--- config.mk ---
export PLATFORM = sky130hd
export DESIGN_NAME = audio_i2s_tx
export DESIGN_NICKNAME = d
export VERILOG_FILES = /design/src/rtl/audio_i2s_tx_pkg.sv /design/src/rtl/audio_i2s_tx_clkgen.sv /design/src/rtl/audio_i2s_tx.sv
export SDC_FILE = /design/constraint.sdc
export NUM_CORES = 1
export LEC_CHECK = 0
export CORE_MARGIN = 5
export CORE_UTILIZATION = 55
export CTS_BUF_LIST = sky130_fd_sc_hd__clkbuf_2
export DETAILED_ROUTE_END_ITERATION = 6
export GPL_TIMING_DRIVEN = 1
export MAX_ROUTING_LAYER = met4
export PLACE_DENSITY = 0.82
export SYNTH_ARGS = -nofsm -noshare
export SYNTH_HDL_FRONTEND = slang
export SYNTH_SLANG_ARGS = --single-unit
--- constraint.sdc ---
create_clock -name clk -period 3.3 [get_ports clk]
set_input_delay 0.66 -clock clk [delete_from_list [all_inputs] [get_ports clk]]
set_output_delay 0.66 -clock clk [all_outputs]
set_load 0.02 [all_outputs]
--- src/rtl/audio_i2s_tx_pkg.sv ---
// Shared definitions for the MD+ I2S audio output path.
package audio_pkg;

  localparam int SAMPLE_W        = 16;
  localparam int I2S_SLOT_W      = 32;
  localparam int I2S_FRAME_SLOTS = 64;

  typedef logic signed [SAMPLE_W-1:0] pcm_t;

  // Slots 1..SAMPLE_W of each half carry sample bits; slot 0 is the I2S one-bit delay.
  function automatic logic in_data_slot(input logic [$clog2(I2S_SLOT_W)-1:0] k);
    return (k >= 5'd1) && (k <= 5'(SAMPLE_W));
  endfunction

endpackage

--- src/rtl/audio_i2s_tx_clkgen.sv ---
// I2S timing generator: divider, slot counter, bclk/lrck and the frame latch strobe.
// Optional DAC master clock when AUDIO_I2S_MCLK_EN is defined.
module i2s_clkgen
  import audio_pkg::*;
#(
  parameter int BCLK_DIV = 16
) (
  input  logic       clk,
  input  logic       rst_n,
  output logic       bit_stb,
  output logic       latch,
  output logic [5:0] slot,
  output logic       bclk,
  output logic       lrck,
  output logic       mclk
);

  localparam int DW   = $clog2(BCLK_DIV);
  localparam int SW   = $clog2(I2S_FRAME_SLOTS);
  localparam int HALF = BCLK_DIV / 2;

  logic [DW-1:0] div;
  logic [DW-1:0] div_next;
  logic [SW-1:0] slot_next;
  logic          wrap;

  always_comb begin
    wrap      = (div == DW'(BCLK_DIV - 1));
    div_next  = wrap ? '0 : div + DW'(1);
    slot_next = wrap ? slot + SW'(1) : slot;
  end

  assign bit_stb = (div == '0);
  assign latch   = bit_stb && (slot == '0);

  // bclk is registered from the next divider value so it is low exactly while div < HALF
  always_ff @(posedge clk or negedge rst_n) begin
    if (!rst_n) begin
      div  <= '0;
      slot <= '0;
      bclk <= 1'b0;
      lrck <= 1'b0;
    end else begin
      div  <= div_next;
      slot <= slot_next;
      bclk <= (div_next >= DW'(HALF));
      if (bit_stb) lrck <= slot[SW-1];
    end
  end

`ifdef AUDIO_I2S_MCLK_EN
  localparam int MQ = BCLK_DIV / 8;
  localparam int MW = (MQ > 1) ? $clog2(MQ) : 1;

  logic [MW-1:0] mcnt;
  logic          modd;

  // mclk is high in even groups of MQ divider counts, so it rises together with bclk
  always_ff @(posedge clk or negedge rst_n) begin
    if (!rst_n) begin
      mcnt <= '0;
      modd <= 1'b0;
      mclk <= 1'b0;
    end else if (wrap) begin
      mcnt <= '0;
      modd <= 1'b0;
      mclk <= 1'b1;
    end else if (mcnt == MW'(MQ - 1)) begin
      mcnt <= '0;
      modd <= ~modd;
      mclk <= modd;
    end else begin
      mcnt <= mcnt + MW'(1);
      mclk <= ~modd;
    end
  end
`else
  assign mclk = 1'b0;
`endif

endmodule

--- src/rtl/audio_i2s_tx.sv ---
// Philips I2S transmitter for the MD+ audio pair; frame-aligned sample latch and mute.
// Define AUDIO_I2S_MCLK_EN to drive i2s_mclk at 256*fs.
module audio_i2s_tx
  import audio_pkg::*;
#(
  parameter int BCLK_DIV = 16
) (
  input  logic                       clk,
  input  logic                       rst_n,
  input  logic signed [SAMPLE_W-1:0] snd_l,
  input  logic signed [SAMPLE_W-1:0] snd_r,
  input  logic                       mute,
  output logic                       i2s_mclk,
  output logic                       i2s_bclk,
  output logic                       i2s_lrck,
  output logic                       i2s_sdat,
  output logic                       frame_tick
);

  logic       bit_stb;
  logic       latch;
  logic [5:0] slot;
  logic       data_slot;
  pcm_t       sreg_l;
  pcm_t       sreg_r;

  i2s_clkgen #(
    .BCLK_DIV(BCLK_DIV)
  ) u_clkgen (
    .clk    (clk),
    .rst_n  (rst_n),
    .bit_stb(bit_stb),
    .latch  (latch),
    .slot   (slot),
    .bclk   (i2s_bclk),
    .lrck   (i2s_lrck),
    .mclk   (i2s_mclk)
  );

  always_comb begin
    data_slot = in_data_slot(slot[4:0]);
  end

  // Mute is sampled only at the latch so a word is never cut mid-stream
  always_ff @(posedge clk or negedge rst_n) begin
    if (!rst_n) begin
      sreg_l     <= '0;
      sreg_r     <= '0;
      i2s_sdat   <= 1'b0;
      frame_tick <= 1'b0;
    end else begin
      frame_tick <= latch;
      if (latch) begin
        sreg_l   <= mute ? '0 : snd_l;
        sreg_r   <= mute ? '0 : snd_r;
        i2s_sdat <= 1'b0;
      end else if (bit_stb) begin
        if (!data_slot) begin
          i2s_sdat <= 1'b0;
        end else if (slot[5]) begin
          i2s_sdat <= sreg_r[SAMPLE_W-1];
          sreg_r   <= {sreg_r[SAMPLE_W-2:0], 1'b0};
        end else begin
          i2s_sdat <= sreg_l[SAMPLE_W-1];
          sreg_l   <= {sreg_l[SAMPLE_W-2:0], 1'b0};
        end
      end
    end
  end

endmodule

==> run summary <==
Core Area: 4380 sq um
Worst hold path type: input port to async pin
Placed Area: 2880 sq um
Kind of critical path: register to register
Clock power frac: 24.5%
CTS buffer count: 5
Reg-to-reg slack, setup: 0.67 ns
H-Tree Level Count: 2
Worst-path fanout max: 32
Crit end category: register
Post-DP HPWL: 3.04 mm
Overall power: 912 uW
Initial antenna violation count: 0
Flop pwr share: 63.5%
Die width: 77.4 um
Die area: 5990 sq um
Clk root buf: clkbuf_2
Final worst slack: 0.670 ns
Placed cells: 290
FMAX: 0.380 GHz
DRC viols: 0
Worst EP required: 3.59 ns
Die height: 77.4 um
Setup TNS: 0 ns
Fin. max-slew vios: 0
Layout Cells excl Fill: 298
Critical Path AT: 2.93 ns
Mapped Avg Cell Area: 11.8 sq um
Largest net degree at the start of global routing: 46
Internal power: 691 uW
Vias in the first global route: 1,573
Worst r2r dst: sreg_l[11]
Share of layout cells above drive strength 1: 21.1%
Clock skew after layout: 0.0197 ns
PwrDens: 313 nW/um^2
Fin nets: 285
Routed vias: 1,548
WL per Instance: 14.2 um
Netlist cell types: 38
Mapped cell area: 2500 sq um
CTS Sinks: 45
Hold Buf Count CTS: 0
GP Congestion: 0.832
Sw frac: 24.3%
Inserted Diodes: 0
Vias per cell: 5.19
Starting Density: 57.0%
Worst r2r src: u_clkgen.div[0]
Post-synthesis net count: 251
Global-route wire length before repair: 7.29 mm
Register area share after synthesis: 45.1%
Maximum clock path buffer count: 2
Static Leak: 0.00145 uW
Setup slack at placement: 0.711 ns
Actual slew at the worst max-slew pin: 0.982 ns
DRT iter0 DRCs: 66
Synth Instances: 211
Worst Setup SP: u_clkgen.div[0]
Worst Setup Start Kind: register
Flop and latch count out of synthesis: 45
Total Routing Usage GR: 15.2%
WL final: 4.23 mm
Comb power frac: 12.0%
Layout Cell Area excl Fill: 2920 sq um
I/O pin count: 40
Port Buffers: 38
Final Hold Vio Count: 0
RSZ-0062 raised after global routing: no
Clock Pin Slew Worst Setup and Hold Paths: 0.23 ns
Worst r2r path cells: 6
Post_cts resized: 0
DR pass1 iterations: 4
Total of max-cap violations: 0
Tcrit/Tclk final: 79.7%
CTS tree: built
Min cycle time layout: 2.63 ns
Rows: 24
Worst-Skew Late Latency: 0.40 ns
Outcome: finished, final reports clean
Crit path to: sreg_l[11]
DRT antenna net count: 0
Switch Pwr: 221 uW
Ys Warns: 0
Final setup fails: 0
Syn-to-layout area delta: 16.8%
VDD IR max: 0.226 mV
Slew margin rel.: 34.5%
GRT overflow: 0
Post-CTS setup buffers: 0
[per-stage QoR]
stage,util [%],hold WS (ns)
6_report,66.6,0.375
5_1_grt,66.6,0.431
4_1_cts,66.6,0.382
3_5_place_dp,65.6,0.468
3_3_place_gp,65.6,0.464
2_1_floorplan,-,0.364
[worst max-delay path, cell delays in order, from the launching register on]
cell,delay [ns]
dfrtp_1,0.46
inv_1,0.09
ha_1,0.17
or3b_4,0.41
or4_4,0.77
mux2_4,0.38
mux2_2,0.26
[logic make-up (layout without fill, tap and decap cells)]
group                      after synthesis  after routing  share of synthesized area [%]
AOI/OAI and AO/OA                       14             14                           3.96
xor gates and xnor gates                 7              7                           2.45
adders and majority gates                5              5                           2.50
buffers and inverters                   28             63                           5.41
DFF                                     45             45                           45.1
muxes                                   60             60                           28.1
other                                    1              1                          0.150
and+or+nand+nor                         51             51                           12.4
[power by group through the flow]
stage | clock network (uW) | registers [uW] | logic (uW)
5_1_grt | 258 | 582 | 122
6_report | 223 | 579 | 109
3_5_place_dp | 0 | 589 | 111
3_3_place_gp | 0 | 588 | 109
4_1_cts | 234 | 579 | 112
2_1_floorplan | 0 | 587 | 51.6
[placed cells by master (no fill, tap or decap), types with 2 or more instances in the layout]
cell and count:
a21oi_1 2, and3_1 2, buf_4 2, clkbuf_2 5, clkdlybuf4s50_1 37, clkinv_2 2
dfrtp_1 45, ha_1 5, inv_1 15, mux2_2 25, mux2_4 14, mux2i_1 21
nand2_1 4, nand2b_1 7, nor2_1 5, nor2b_1 23, nor3_1 2, o211ai_1 2
o21ai_0 3, xnor2_1 4, xor2_1 3
[state kept, by name (all words and copies together) (netlist names)]
name / cells
sreg_l: 16
sreg_r: 16
u_clkgen.slot: 6
u_clkgen.div: 3
frame_tick: 1
i2s_sdat: 1
u_clkgen.bclk: 1
u_clkgen.lrck: 1
[layout make-up]
type                       count  area, sq um
fill                         317         1470
inverter                      15         56.3
clock buffer                   5         25.0
multi-input combinational    138         1240
clock inverter                 3         17.5
tap                           52         65.1
sequential                    45         1130
timing repair buffer          40          390
[cell usage after synthesis]
cell	n	share of area, %
dfrtp_1	45	45
mux2_2	25	11
nor2b_1	23	5.8
mux2i_1	21	8.4
inv_1	15	2.3
mux2_4	14	8.4
nand2b_1	7	1.8
clkbuf_1	5	0.75
ha_1	5	2.5
nor2_1	5	0.75
nand2_1	4	0.60
xnor2_1	4	1.4
buf_2	3	0.60
buf_6	3	1.4
o21ai_0	3	0.60
xor2_1	3	1.1
a21oi_1	2	0.40
and3_1	2	0.50
nor3_1	2	0.40
o211ai_1	2	0.60
a211oi_1	1	0.30
a22o_1	1	0.35
and2_1	1	0.25
and4_1	1	0.35
buf_1	1	0.15
buf_4	1	0.30
conb_1	1	0.15
nand3_1	1	0.20
nand4_1	1	0.25
nor3b_1	1	0.30
o2111ai_1	1	0.35
o21a_1	1	0.30
o2bb2ai_1	1	0.35
o311ai_0	1	0.35
o41ai_1	1	0.35
or3b_1	1	0.35
or3b_4	1	0.45
or4_4	1	0.45
[layer usage]
metal	vias to the layer above	wire (um)	GRT usage, %
li1	780	-	-
met1	738	2020	19.8
met2	25	2010	23.4
met3	5	156	3.59
met4	0	51	5.15
met5	-	0	-
[how the worst min path moves through the flow]
stage / from / to / slack [ns] / cells past startpoint
after global placement: u_clkgen.lrck / u_clkgen.lrck / 0.46 / 2
final: rst_n / sreg_r[10] / 0.38 / 1
after detailed placement: u_clkgen.lrck / u_clkgen.lrck / 0.47 / 2
after global routing: rst_n / sreg_r[8] / 0.43 / 1
after floorplan: rst_n / frame_tick / 0.36 / 0
after CTS: rst_n / sreg_r[10] / 0.38 / 1
Note: power is estimated with default switching activity, not from simulation.
